### src/rtl/point_test_pkg.sv
// Shared types and sideband message codes for the D2C point-test block.
// The arbiter state encoding is visible on its debug port, so it lives here too.
package point_test_pkg;

    typedef enum logic [1:0] {
        ST_IDLE  = 2'd0,
        ST_ISSUE = 2'd1,
        ST_BUSY  = 2'd2,
        ST_DONE  = 2'd3
    } pt_state_t;

    typedef struct packed {
        logic [3:0]  msg;
        logic [15:0] data;
        logic        info;
        logic        data_valid;
    } sb_msg_t;

    localparam logic [3:0] MSG_TEST_REQ        = 4'b0001;
    localparam logic [3:0] MSG_TEST_RESP       = 4'b0010;
    localparam logic [3:0] MSG_LFSR_CLEAR_REQ  = 4'b0011;
    localparam logic [3:0] MSG_LFSR_CLEAR_RESP = 4'b0100;
    localparam logic [3:0] MSG_RESULT_REQ      = 4'b0101;
    localparam logic [3:0] MSG_RESULT_RESP     = 4'b0110;
    localparam logic [3:0] MSG_END_REQ         = 4'b0111;
    localparam logic [3:0] MSG_END_RESP        = 4'b1000;

    // Round-robin pick: a lone requester wins; on a tie the side not granted last wins.
    function automatic logic pick_rx(input logic valid_tx, input logic valid_rx,
                                     input logic last_rx);
        return valid_rx && (!valid_tx || !last_rx);
    endfunction

endpackage

### src/rtl/point_test_sb_arbiter.sv
// Shares the single sideband transmit path between the TX and RX point-test FSMs,
// returning a per-owner completion pulse and aborting messages the encoder never takes.
//
// Handshake: a requester raises i_valid_* with stable fields and holds it until its
// o_done_* pulse; the grant latches the fields, o_sb_valid stays high until the encoder
// has raised and then dropped i_sb_busy, and the requester drops valid on the DONE edge.
module point_test_sb_arbiter
    import point_test_pkg::*;
#(
    parameter int TIMEOUT_CYCLES = 1024,
    parameter int CNT_W          = $clog2(TIMEOUT_CYCLES + 1)
) (
    input  logic        clk,
    input  logic        rst_n,
    input  logic        i_en,
    input  logic        i_valid_tx,
    input  logic [3:0]  i_msg_tx,
    input  logic [15:0] i_data_tx,
    input  logic        i_info_tx,
    input  logic        i_data_valid_tx,
    input  logic        i_valid_rx,
    input  logic [3:0]  i_msg_rx,
    input  logic [15:0] i_data_rx,
    input  logic        i_info_rx,
    input  logic        i_data_valid_rx,
    input  logic        i_sb_busy,
    output logic        o_sb_valid,
    output logic [3:0]  o_sb_msg,
    output logic [15:0] o_sb_data,
    output logic        o_sb_info,
    output logic        o_sb_data_valid,
    output logic        o_done_tx,
    output logic        o_done_rx,
    output logic        o_owner_rx,
    output logic        o_timeout,
    output logic [1:0]  o_dbg_state
);

    pt_state_t        state_q, state_d;
    sb_msg_t          fields_q, fields_d;
    logic             owner_rx_q, owner_rx_d;
    logic             last_rx_q, last_rx_d;
    logic [CNT_W-1:0] wd_cnt_q, wd_cnt_d;
    logic             timeout_q, timeout_d;
    logic             en_low_q, en_low_d;

    always_ff @(posedge clk or negedge rst_n) begin
        if (!rst_n) begin
            state_q    <= ST_IDLE;
            fields_q   <= '0;
            owner_rx_q <= 1'b0;
            last_rx_q  <= 1'b1;
            wd_cnt_q   <= '0;
            timeout_q  <= 1'b0;
            en_low_q   <= 1'b0;
        end else begin
            state_q    <= state_d;
            fields_q   <= fields_d;
            owner_rx_q <= owner_rx_d;
            last_rx_q  <= last_rx_d;
            wd_cnt_q   <= wd_cnt_d;
            timeout_q  <= timeout_d;
            en_low_q   <= en_low_d;
        end
    end

    always_comb begin
        state_d    = state_q;
        fields_d   = fields_q;
        owner_rx_d = owner_rx_q;
        last_rx_d  = last_rx_q;
        wd_cnt_d   = wd_cnt_q;
        timeout_d  = timeout_q;
        en_low_d   = en_low_q || !i_en;

        if (!i_en) begin
            state_d = ST_IDLE;
        end else begin
            unique case (state_q)
                ST_IDLE: begin
                    if (i_valid_tx || i_valid_rx) begin
                        state_d    = ST_ISSUE;
                        owner_rx_d = pick_rx(i_valid_tx, i_valid_rx, last_rx_q);
                        fields_d   = owner_rx_d
                            ? '{msg: i_msg_rx, data: i_data_rx, info: i_info_rx,
                                data_valid: i_data_valid_rx}
                            : '{msg: i_msg_tx, data: i_data_tx, info: i_info_tx,
                                data_valid: i_data_valid_tx};
                        wd_cnt_d   = '0;
                        en_low_d   = 1'b0;
                        // A grant after the enable was dropped starts a fresh test run.
                        if (en_low_q) timeout_d = 1'b0;
                    end
                end
                ST_ISSUE: begin
                    if (i_sb_busy) begin
                        state_d = ST_BUSY;
                    end else if (wd_cnt_q == CNT_W'(TIMEOUT_CYCLES - 1)) begin
                        state_d   = ST_DONE;
                        timeout_d = 1'b1;
                    end else begin
                        wd_cnt_d = wd_cnt_q + CNT_W'(1);
                    end
                end
                ST_BUSY: begin
                    if (!i_sb_busy) state_d = ST_DONE;
                end
                ST_DONE: begin
                    state_d   = ST_IDLE;
                    last_rx_d = owner_rx_q;
                end
                default: state_d = ST_IDLE;
            endcase
        end
    end

    // Valid and done are gated by i_en so an abort takes effect in the same cycle.
    assign o_sb_valid      = i_en && (state_q == ST_ISSUE || state_q == ST_BUSY);
    assign o_done_tx       = i_en && (state_q == ST_DONE) && !owner_rx_q;
    assign o_done_rx       = i_en && (state_q == ST_DONE) && owner_rx_q;
    assign o_sb_msg        = fields_q.msg;
    assign o_sb_data       = fields_q.data;
    assign o_sb_info       = fields_q.info;
    assign o_sb_data_valid = fields_q.data_valid;
    assign o_owner_rx      = owner_rx_q;
    assign o_timeout       = timeout_q;
    assign o_dbg_state     = state_q;

endmodule
### config.mk
export PLATFORM = sky130hd
export DESIGN_NAME = point_test_sb_arbiter
export DESIGN_NICKNAME = d
export VERILOG_FILES = /design/src/rtl/point_test_pkg.sv /design/src/rtl/point_test_sb_arbiter.sv
export SDC_FILE = /design/constraint.sdc
export NUM_CORES = 1
export LEC_CHECK = 0
export CAP_MARGIN = 40
export CORE_UTILIZATION = 45
export CTS_CLUSTER_DIAMETER = 60
export DETAILED_ROUTE_END_ITERATION = 8
export GPL_TIMING_DRIVEN = 0
export PLACE_DENSITY = 0.89
export SETUP_SLACK_MARGIN = 0.1
export SLEW_MARGIN = 20
export SYNTH_ARGS = -nofsm -noshare
export SYNTH_HDL_FRONTEND = slang
export SYNTH_SLANG_ARGS = --single-unit
### constraint.sdc
create_clock -name clk -period 6.05 [get_ports clk]
set_clock_uncertainty 0.1 [all_clocks]
set_input_delay 0.9075 -clock clk [delete_from_list [all_inputs] [get_ports clk]]
set_output_delay 0.9075 -clock clk [all_outputs]
set_load 0.005 [all_outputs]
==> key figures <==
GRT
  • Vias in the first global route: approximately 1900
  • Remaining Overflow, GRT: 0
  • All-layer global routing usage: 0.2278
  • Largest net degree at the start of global routing: 32
  • Initial antenna violation count: 0
  • First-pass GRT wire length: 8694 µm

CTS
  • Clock latency on the worst-skew pair: between 0.2 and 0.3 ns
  • Clk buf depth: 2
  • CTS buffer count: 5
  • Sinks on Clock Net: 39
  • Post-cts sizing count: 0
  • CTS clk-pin slew, worst paths: approximately 0.070 ns
  • Post-CTS Setup Bufs: 0
  • H-tree Lvls: 2
  • CTS tree: built
  • CTS root buf: clkbuf_8
  • Cts-stage hold buffer count: 0

Worst setup path
  • Crit-path max cell delay: about 0.5 ns
  • Critical Path RT: approximately 5.0 ns
  • Crit path DAT: about 2.3 ns
  • Critical path class: primary input to output port
  • Cell Chain, Critical Path: clkdlybuf4s50_1, buf_2, and3_1, clkdlybuf4s50_1
  • Worst path bufs/invs: 3
  • Crit path capture type: output port
  • Crit-path max FO: 10
  • Delay-heaviest family, CP: buffers and inverters
  • Worst setup SP type: primary input
  • Most numerous cell on the critical path: clkdlybuf4s50_1
  • Slowest CP cell: clkdlybuf4s50_1

Synth
  • Syn_area_per_cell: 10.43 µm²
  • Syn nets: 253
  • Most area-consuming cells after synthesis: dfrtp_1, mux2i_1, o21ai_0
  • Number of synthesized flops with an enable pin: 0
  • Commonest cells post-synth: dfrtp_1, nand2_1, o21ai_0
  • Synth area leader: dfrtp_1
  • Top FF cell, synth: dfrtp_1
  • #FFs+latches synth: 39
  • Post-synthesis mux area share: 0.1273
  • Post-Synthesis Cells: 198
  • Xor and xnor fraction of the mapped netlist area: 0
  • Share of the synthesized area in the top cell type: 0.4606
  • Compound-Gate Fraction of Synth Area: 0.1703
  • Post-Synth Adder-Cell Area: 0.03030
  • Yosys cell types: 48
  • Post-Synth Simple-Gate Area: 0.1661
  • Largest family of logic cells by synthesized area: compound AO/OA/AOI/OAI gates
  • Synth warn: 0
  • Synthesized area: 2064 µm²
  • Top-count cell post-synth: dfrtp_1
  • Seq/Total Area, Yosys: 0.4733
  • Async set-reset flop share out of synthesis: 1.000

Final layout
  • Nets: 339
  • Diodes inserted: 0
  • Area grow syn2layout: 46.67%
  • Post-route design area: 3028 µm²
  • Number of fill cells: about 340
  • Share of cells above drive strength 1: 0.09155

Floorplan
  • Die Ht: 69.73 µm
  • Core ar.: 4384 µm²
  • Starting density of the core: 0.4709
  • # IOs: 79
  • Number of core rows: 24
  • Die W: 69.73 µm
  • Die ar.: between 4000 and 5000 µm²

STA
  • Relative slew slack: 0.6934
  • Setup violators final: 0
  • Setup TNS: 0 ns
  • Minimum clock period after layout: between 3 and 4 ns
  • Slew at the pin closest to its max-slew limit: 0.4557 ns
  • Fin. Hold Viols: 0
  • Tcrit/Tclk final: 0.5524
  • Fmax: 299.2 MHz
  • RSZ-0062 raised after global routing: no
  • Max Slew Vio Count: 0

Place
  • Dpl hpwl: 3776 µm
  • Gpl congestion: 0.8686
  • Placed inst area: 2925 µm²
  • IO Port Bufs: 78

Worst hold path
  • Worst hold path type: flip-flop to flip-flop

Job
  • MaxCap Viol Count: 0

Power
  • Worst VDD drop: 0.1716 mV
  • Leak Pwr: between 0.001 and 0.0015 µW
  • Total Power: 1093 µW
  • Cell Pwr Density: 361.1 nW/µm²

Drt
  • Pre-antenna DRT Iters: 4
  • Final ANT Viol Nets: 0
  • DR vias: 1856
  • # DRC: 0
  • Detail-routed via count per cell: approximately 5.5
  • Routed length per placed instance: 15.21 µm
  • Final wirelength: approximately 5100 µm
  • 1st-iter DRT viols: 80

Run status
  • Status: completed
==> worst paths after layout <==
kind                                            startpoint                 endpoint  slack [ns]  cells past startpoint
worst max-delay path                                  i_en                o_done_rx        2.71                      4
worst min-delay path                    en_low_q$_DFF_PN0_    o_timeout$_DFFE_PN0P_        0.35                      1
worst max register to register  o_dbg_state[0]$_DFFE_PN0P_  o_sb_msg[2]$_DFFE_PN0P_        3.83                      7
worst min register to register          en_low_q$_DFF_PN0_    o_timeout$_DFFE_PN0P_        0.35                      1
max in group asynchronous                            rst_n    last_rx_q$_DFFE_PN1P_        4.98                      2
min in group asynchronous                            rst_n  wd_cnt_q[8]$_DFFE_PN0P_        0.37                      1
==> worst reg2reg max path: cells and delay by family, from the launching register on <==
| kind | cells | cell delay, ns |
|---|---|---|
| buffers and inverters | 3 | 0.92 |
| adder cells (fa/ha/maj) | 1 | 0.28 |
| AND/OR/NAND/NOR | 1 | 0.12 |
| flip-flops | 1 | 0.43 |
| AO/OA/AOI/OAI | 2 | 0.29 |
==> where the power goes <==
part	switching (µW)	internal [µW]
combinational	200	267
sequential	60.2	357
clock	88.5	121
total	349	744
==> layer usage <==
| layer | wire length (µm) | vias up | track usage |
|---|---|---|---|
| met5 | 0 | - | 0 |
| met4 | 97 | 0 | 0.08889 |
| met3 | 312 | 11 | 0.05669 |
| met2 | 2577 | 76 | 0.3937 |
| met1 | 2125 | 880 | 0.2723 |
| li1 | - | 889 | - |
==> through the flow <==
stage            util  instances  setup WS, ns  hold WS (ns)
2_1_floorplan       -        198         3.767        0.3188
6_report       0.6906        336         2.708        0.3525
3_5_place_dp   0.6672        329         2.718        0.3412
5_1_grt        0.6906        336         2.645        0.3647
3_3_place_gp   0.6638        328         2.723        0.3347
4_1_cts        0.6906        336         2.710        0.3590
==> layout make-up <==
type / instances / area (µm²) / share of cell area
plain buffers: 9 / 41.29 / 0.01364
repair buffers: 79 / 795.8 / 0.2628
inverters: 7 / 26.28 / 0.008678
multi-input cells: 143 / 1020 / 0.3368
flip-flops and latches: 39 / 977.2 / 0.3227
clock inverters: 1 / 30.03 / 0.009917
well taps: 52 / 65.06 / 0.02149
clock buffers: 6 / 72.57 / 0.02397
==> cells by family (layout without fill, tap and decap cells) <==
| group | Yosys count | in the layout |
|---|---|---|
| simple gates | 61 | 61 |
| compound gates | 51 | 51 |
| flops | 39 | 39 |
| mux | 26 | 26 |
| buf+inv | 16 | 102 |
| fa+ha+maj | 5 | 5 |
==> cell usage in the layout, fill, tap and decap left out, types with 5 or more instances in the layout <==
cell type,instances
clkbuf_1,6
mux2i_1,24
inv_1,7
o21ai_0,25
clkdlybuf4s50_1,77
clkbuf_8,5
a21oi_1,5
nand2_1,30
ha_1,5
dfrtp_1,38
==> flip-flops by register name, summed over array words and instances (netlist names) <==
signal	cells
en_low_q	1
last_rx_q	1
o_dbg_state	2
o_owner_rx	1
o_sb_data	16
o_sb_data_valid	1
o_sb_info	1
o_sb_msg	4
o_timeout	1
wd_cnt_q	11
(Power assumes the default switching activity.)
